--- src/rtl/lpm_mem_arb.sv ---
// Two-requester memory arbiter: A has priority, and B is forced through after STARVE_LIMIT
// consecutive A grants taken while B was waiting. Responses return in order, routed by a tag FIFO.
module lpm_mem_arb #(
  parameter int WIDTH        = 32,
  parameter int DEPTH        = 4,
  parameter int STARVE_LIMIT = 4
) (
  input  logic                     CLK,
  input  logic                     nRST,
  input  logic                     reqA__ENA,
  input  logic [WIDTH-1:0]         reqA_v,
  output logic                     reqA__RDY,
  input  logic                     reqB__ENA,
  input  logic [WIDTH-1:0]         reqB_v,
  output logic                     reqB__RDY,
  output logic                     resA_enq__ENA,
  output logic [WIDTH-1:0]         resA_enq_v,
  input  logic                     resA_enq__RDY,
  output logic                     resB_enq__ENA,
  output logic [WIDTH-1:0]         resB_enq_v,
  input  logic                     resB_enq__RDY,
  output logic                     mem_req__ENA,
  output logic [WIDTH-1:0]         mem_req_v,
  input  logic                     mem_req__RDY,
  input  logic [WIDTH-1:0]         mem_resValue,
  input  logic                     mem_resValue__RDY,
  output logic                     mem_resAccept__ENA,
  input  logic                     mem_resAccept__RDY,
  output logic [$clog2(DEPTH):0]   outstanding,
  output logic                     err
);

  localparam int AW = $clog2(DEPTH);
  localparam int OW = $clog2(DEPTH) + 1;
  localparam int SW = $clog2(STARVE_LIMIT + 1);

  logic [AW-1:0] wr_ptr, rd_ptr;
  logic [OW-1:0] count;
  logic [SW-1:0] starve;
  logic          err_q;
  logic          tag_mem [DEPTH];

  logic base, starved, grant_a, grant_b, push, pop, head_tag, head_ready, spurious;

  always_comb begin
    base     = mem_req__RDY && (count < OW'(DEPTH)) && nRST;
    starved  = (starve == SW'(STARVE_LIMIT));
    reqA__RDY = base && !(reqB__ENA && starved);
    reqB__RDY = base && !(reqA__ENA && !starved);
    grant_a  = reqA__ENA && reqA__RDY;
    grant_b  = reqB__ENA && reqB__RDY;
    push     = grant_a || grant_b;

    mem_req__ENA = push;
    mem_req_v    = '0;
    if (grant_a)      mem_req_v = reqA_v;
    else if (grant_b) mem_req_v = reqB_v;
  end

  // Head tag selects the destination; a blocked destination stalls every later response.
  always_comb begin
    head_tag   = tag_mem[rd_ptr];
    head_ready = head_tag ? resB_enq__RDY : resA_enq__RDY;
    pop        = nRST && mem_resValue__RDY && (count != '0) && mem_resAccept__RDY && head_ready;
    spurious   = mem_resValue__RDY && (count == '0);

    mem_resAccept__ENA = pop;
    resA_enq__ENA = pop && !head_tag;
    resB_enq__ENA = pop && head_tag;
    resA_enq_v    = '0;
    resB_enq_v    = '0;
    if (pop && !head_tag) resA_enq_v = mem_resValue;
    if (pop && head_tag)  resB_enq_v = mem_resValue;

    outstanding = nRST ? count : '0;
    err         = nRST && err_q;
  end

  always_ff @(posedge CLK) begin
    if (!nRST) begin
      wr_ptr <= '0;
      rd_ptr <= '0;
      count  <= '0;
      starve <= '0;
      err_q  <= 1'b0;
    end else begin
      if (push) wr_ptr <= wr_ptr + AW'(1);
      if (pop)  rd_ptr <= rd_ptr + AW'(1);
      count <= count + OW'(push) - OW'(pop);
      if (grant_b)
        starve <= '0;
      else if (grant_a && reqB__ENA && !starved)
        starve <= starve + SW'(1);
      if (spurious) err_q <= 1'b1;
    end
  end

  always_ff @(posedge CLK) begin
    if (push) tag_mem[wr_ptr] <= grant_b;
  end

endmodule
--- config.mk ---
export PLATFORM = sky130hd
export DESIGN_NAME = lpm_mem_arb
export DESIGN_NICKNAME = d
export VERILOG_FILES = /design/src/rtl/lpm_mem_arb.sv
export SDC_FILE = /design/constraint.sdc
export NUM_CORES = 1
export LEC_CHECK = 0
export BUFFER_PORTS_ARGS = -buffer_cell sky130_fd_sc_hd__clkbuf_2
export CAP_MARGIN = 10
export CORE_AREA = 2 2 83 85
export DETAILED_ROUTE_END_ITERATION = 8
export DIE_AREA = 0 0 85 87
export GPL_TIMING_DRIVEN = 1
export PLACE_DENSITY = 0.68
export SYNTH_ARGS = -nofsm -noshare
export SYNTH_HDL_FRONTEND = slang
export SYNTH_SLANG_ARGS = --single-unit
--- constraint.sdc ---
create_clock -name CLK -period 3.35 [get_ports CLK]
set_clock_uncertainty 0.1 [all_clocks]
set_input_delay 0.1675 -clock CLK [delete_from_list [all_inputs] [get_ports CLK]]
set_output_delay 0.1675 -clock CLK [all_outputs]
set_load 0.02 [all_outputs]
==> results of run 1 <==
-- power breakdown --
group          switching, mW  internal (mW)  total [mW]
Clock                 0.0656         0.0841       0.150
Combinational          0.147          0.118       0.265
Sequential           0.00912          0.221       0.230
Total                  0.222          0.423       0.645
-- cells in the final DEF (no fill, tap or decap), types with 2 or more instances in the layout --
cell | Yosys | layout
and3_1 | 2 | 2
a22oi_1 | 32 | 32
nand4b_1 | 2 | 2
and2_1 | 77 | 77
a21boi_0 | 4 | 4
inv_1 | 10 | 10
nand3_1 | 2 | 2
ha_1 | 8 | 8
o21ai_0 | 3 | 3
nand2_1 | 5 | 5
xnor2_1 | 2 | 2
nor2b_1 | 3 | 2
dfxtp_1 | 13 | 13
clkbuf_2 | 2 | 210
edfxtp_1 | 4 | 4
buf_4 | 0 | 6
nor2_1 | 36 | 36
clkbuf_8 | 0 | 3
-- cell type report --
type / count / area, um2 / share of cell area
multi-input cells: 190 / 1250 / 0.430
repair buffers: 216 / 1100 / 0.377
flip-flops and latches: 17 / 380 / 0.131
well taps: 80 / 100 / 0.0344
clock buffers: 4 / 45.0 / 0.0155
inverters: 10 / 37.5 / 0.0129
-- tightest hold or removal path, stage by stage --
cell and delay [ns]:
clkbuf_2 0.09, a21oi_1 0.06, nor2b_1 0.09
-- cells by family after synthesis --
group	after synthesis	share of synthesized area
AOI/OAI and AO/OA	43	0.178
buffers and inverters	28	0.0629
and+or+nand+nor	133	0.436
xor gates and xnor gates	3	0.0152
muxes	2	0.0188
DFF	17	0.220
adders and majority gates	9	0.0694
-- cell usage after synthesis, drive strengths merged (2+ instances only) --
library cell / count
a22oi: 32
a31oi: 2
and2: 77
and3: 2
a21boi: 4
nor2b: 3
inv: 10
nand3: 2
nand2: 5
o21ai: 4
xnor2: 2
nand4b: 2
ha: 8
clkbuf: 17
edfxtp: 4
nor2: 36
dfxtp: 13
-- per-layer routing --
metal | vias up | routed length (um) | global-route usage | part of all wire
met5 | - | 0 | 0 | 0
met4 | 0 | 112 | 0.0491 | 0.017
met2 | 139 | 3580 | 0.339 | 0.53
met3 | 6 | 701 | 0.0398 | 0.10
met1 | 1034 | 2310 | 0.170 | 0.35
li1 | 1191 | - | - | -
-- stage by stage --
| step | power [mW] | setup slack [ns] | instances | util |
|---|---|---|---|---|
| after floorplan | 0.382 | 0.532 | 235 | - |
| after global placement | 0.497 | 0.624 | 513 | 0.436 |
| after detailed placement | 0.501 | 0.548 | 513 | 0.436 |
| after CTS | 0.653 | 0.522 | 517 | 0.443 |
| after global routing | 0.689 | 0.362 | 517 | 0.443 |
| final | 0.645 | 0.544 | 517 | 0.443 |
-- how the worst min path moves through the flow --
stage	start	end	slack [ns]	depth (start not counted)
after floorplan	mem_resValue__RDY	err_q	0.23	2
after global placement	rd_ptr[1]	flip-flop	0.34	1
after detailed placement	mem_resValue__RDY	err_q	0.35	3
after CTS	mem_resValue__RDY	err_q	0.09	3
after global routing	mem_resValue__RDY	err_q	0.15	3
final	mem_resValue__RDY	err_q	0.1	3
==> impl_metrics.tcl, run 1 <==
set metrics [dict create \
    outcome "finished, final reports clean" \
    rrSetupSlack_ns 0.54 \
    insertedDiodeCount 0 \
    cts_hold_buffers 0 \
    syn_area_per_cell_um2 7.37 \
    htreeDepth 1 \
    synth_edf_count 4 \
    cp_slowest_cell "mux4_2" \
    vdd_drop_max_v 0.000154 \
    path_class "flip-flop to flip-flop" \
    clk_pin_slew_ns 0.06 \
    critical_path.cell_chain "mux4_2 -> and4bb_2 -> or2_2 -> ha_1 -> inv_1 -> ha_1 -> fa_1 -> xnor2_1 -> and2_1" \
    synth_seq_area_share 0.220 \
    fin_crit_sh 0.838 \
    fin_nets 552 \
    die_w_um 85 \
    rsz0062_at_grt "no" \
    hpwl_um 5780 \
    dpl_cell_area_mm2 0.00287 \
    grt_max_degree 37 \
    crit_fanout 2 \
    cts_tree "done" \
    yosysWarnings 0 \
    io_buffers 210 \
    clk_latency_ns 0.24 \
    drive_gt1_frac 0.515 \
    final_cell_area_mm2 0.00291 \
    wl_per_cell_um 13.0 \
    syn2layout_area_growth_pct 68.1 \
    endpoint_kind "flip-flop" \
    hold_viol 0 \
    clock-sinks 17 \
    relSlewSlack 0.502 \
    power_density_mw_per_mm2 222 \
    antenna_found_initial 0 \
    cp_top_family "adder cells" \
    slowest_delay_ns 0.55 \
    overflow 0 \
    drt_iter0_drc 46 \
    min_path_type "input port to flip-flop" \
    worst_pin_slew_ns 0.740 \
    setup_viol 0 \
    grt.total_usage 0.168 \
    worstReg2RegEnd "count[2]" \
    grt_pass1_wl_um 10100 \
    post_cts_buffers 0 \
    cap_violations 0 \
    crit_end "count[2]" \
    reg2reg_depth 9 \
    first_global_vias 2126 \
    start_util 0.264 \
    drc_errors 0 \
    yosysUniqueCellTypes 31 \
    p_leak_nw 1.68 \
    synth_nets 349 \
    synth_top_area_frac 0.278 \
    synth-seq-cells 17 \
    cp.arrival_ns 2.85 \
    slew_violations 0 \
    wirelength_um 6700 \
    clockBufferDepth 2 \
    post-route-min-period_ns 2.81 \
    fp-row-count 30 \
    die_h_um 87 \
    fillerInstances 691 \
    dr_total_vias 2370 \
    antenna_left 0 \
    syn_area_mm2 0.00173 \
    gp_congestion 0.778 \
    die_area_mm2 0.00740 \
    cts_resized 0 \
    yosys-top-cells-area "and2_1 28%, dfxtp_1 15%, a22oi_1 14%" \
    required_ns 3.39 \
    fin_hold_ws_ns 0.0993 \
    syn_inst 235 \
    path_depth 9 \
    fmax_mhz 356 \
    cp_num_buf_inv 1 \
    async_reset_ff_frac 0 \
    numCtsBuffers 3 \
    yosys.area.top_type "and2_1" \
    cp-start-kind "flip-flop" \
    coreArea_mm2 0.00657 \
    ys.flop_type "dfxtp_1" \
    drtPass1Iterations 4 \
    via_per_inst 4.58 \
    num_io_pins 211 \
    worst_path_most_repeated_cell "ha_1" \
    setup_tns_ns 0 \
    root_buffer "clkbuf_8" \
]
Power figures use the tool's default switching activity.
==> run 2: changes to the inputs <==
==> constraint.sdc (replaced) <==
create_clock -name CLK -period 2.75 [get_ports CLK]
set_clock_uncertainty 0.1 [all_clocks]
set_input_delay 0.1375 -clock CLK [delete_from_list [all_inputs] [get_ports CLK]]
set_output_delay 0.1375 -clock CLK [all_outputs]
set_load 0.02 [all_outputs]
==> run 2 against run 1 <==
  * Wire length is 0.28% higher
  * Flip-flop and latch count unchanged
  * Sequential share of layout area decreased by 0.14 points
  * Die area did not move
  * Setup slack worse by 0.44 ns
  * Critical path depth unchanged
  * Fmax grew 6.0%
  * Clock-buffer cell count is the same
  * Critical endpoint is now count[1]
==> impl_metrics.tcl, run 2 (same netlist as run 1, synthesis figures left out) <==
set metrics [dict create \
    endpoint_kind "flip-flop" \
    grt_max_degree 36 \
    worst_pin_slew_ns 0.517 \
    wl_per_cell_um 12.9 \
    reg2reg_from "tag_mem[0]" \
    rsz0062_at_grt "no" \
    dp.cells 515 \
    drt_iter0_drc 62 \
    worstReg2RegEnd "count[1]" \
    fin_hold_ws_ns 0.0655 \
    hold_depth 3 \
    via_per_inst 4.56 \
    fin_crit_sh 0.962 \
    die_h_um 87 \
    drt-met1-wl_um 2350 \
    fin_nets 555 \
    worst_path_most_repeated_cell "ha_1" \
    wl_met3_um 789 \
    critical_path.cell_chain "mux4_2 -> buf_4 -> nor4b_4 -> or2_4 -> ha_1 -> inv_1 -> ha_1 -> fa_2 -> and2_1" \
    power_density_mw_per_mm2 272 \
    wl_met2_um 3400 \
    finalPower_mw 0.799 \
    cts_hold_buffers 0 \
    overflow 0 \
    final_common_cell "clkbuf_2" \
    reg2reg_depth 9 \
    cp.arrival_ns 2.70 \
    start_util 0.264 \
    grt.total_usage 0.173 \
    dr_total_vias 2381 \
    numCtsBuffers 3 \
    cts_tree "done" \
    slew_violations 0 \
    cp-start-kind "flip-flop" \
    coreArea_mm2 0.00657 \
    hpwl_um 5740 \
    final_cell_area_mm2 0.00294 \
    hp-start "mem_resValue__RDY" \
    grt_pass1_wl_um 10200 \
    cp_slowest_cell "mux4_2" \
    clk_latency_ns 0.25 \
    final_util 0.448 \
    dpl_cell_area_mm2 0.00288 \
    die_w_um 85 \
    rrSetupSlack_ns 0.10 \
    fp-row-count 30 \
    clock-sinks 17 \
    clockBufferDepth 2 \
    post-route-min-period_ns 2.65 \
    p_leak_nw 1.70 \
    setup_tns_ns 0 \
    num_io_pins 211 \
    die_area_mm2 0.00740 \
    cap_violations 0 \
    hold_viol 0 \
    setup_viol 0 \
    routed.top_layer "met5" \
    first_global_vias 2154 \
    whs_endpoint "err_q" \
    layout_setup_ws_ns 0.104 \
    antenna_found_initial 3 \
    layout.cells.non_filler 522 \
    vdd_drop_max_v 0.000146 \
    wirelength_um 6720 \
    required_ns 2.80 \
    relSlewSlack 0.654 \
    syn2layout_area_growth_pct 69.9 \
    drtPass1Iterations 4 \
    root_buffer "clkbuf_8" \
    io_buffers 210 \
    min_path_type "input port to flip-flop" \
    pre_cts_ws_ns 0.0475 \
    gp_congestion 0.783 \
    drc_errors 0 \
    htreeDepth 1 \
    fmax_mhz 378 \
    antenna_left 0 \
    crit_fanout 2 \
    clk_pin_slew_ns 0.07 \
    slowest_delay_ns 0.48 \
    drive_gt1_frac 0.520 \
    layout_common_cells "210 x clkbuf_2, 77 x and2_1, 36 x nor2_1" \
    outcome "finished, final reports clean" \
    path_class "flip-flop to flip-flop" \
]
## run 2: cell count changes in the layout (fill, tap and decap cells not counted), sizes merged
cell,previous run,this run
buf,6,9
diode,0,2
## run 2: layer usage
metal,vias to the layer above,track usage
met4,2,0.0779
li1,1199,-
met1,1030,0.173
met2,138,0.319
met5,-,0
met3,12,0.0645
## run 2: cell type report
cell class,count,area (um2)
well taps,80,100
repair buffers,219,1120
inverters,10,37.5
fillers,658,3630
clock buffers,4,45.0
diodes,2,5.00
flip-flops and latches,17,380
multi-input cells,190,1260
## run 2: worst max path at each step
stage / slack [ns] / cells past startpoint / to / startpoint
2_1_floorplan: 0.02 / 9 / count[2] / flip-flop
3_3_place_gp: 0.08 / 9 / count[2] / flip-flop
3_5_place_dp: 0.05 / 9 / count[2] / tag_mem[0]
4_1_cts: 0.03 / 9 / count[2] / tag_mem[0]
5_1_grt: 0.02 / 9 / count[1] / tag_mem[3]
6_report: 0.10 / 9 / count[1] / tag_mem[0]
## run 2: worst max-delay path, delay by kind of cell (launching register included)
family        cells  cell delay [ns]
simple gates      3             0.59
flops             1             0.37
fa+ha+maj         3             0.80
buf+inv           2             0.22
mux               1             0.48
## run 2: repair_timing
item                                    in CTS  in global routing
setup buffers                                0                  1
hold endpoints to repair                     0                  0
endpoints found under the setup margin       0                  1
resized for setup                            0                  1
## run 2: power breakdown
part,switching (mW),total [mW],internal (mW)
sequential,0.0110,0.280,0.269
clock,0.0827,0.185,0.103
combinational,0.181,0.334,0.152
total,0.275,0.799,0.524
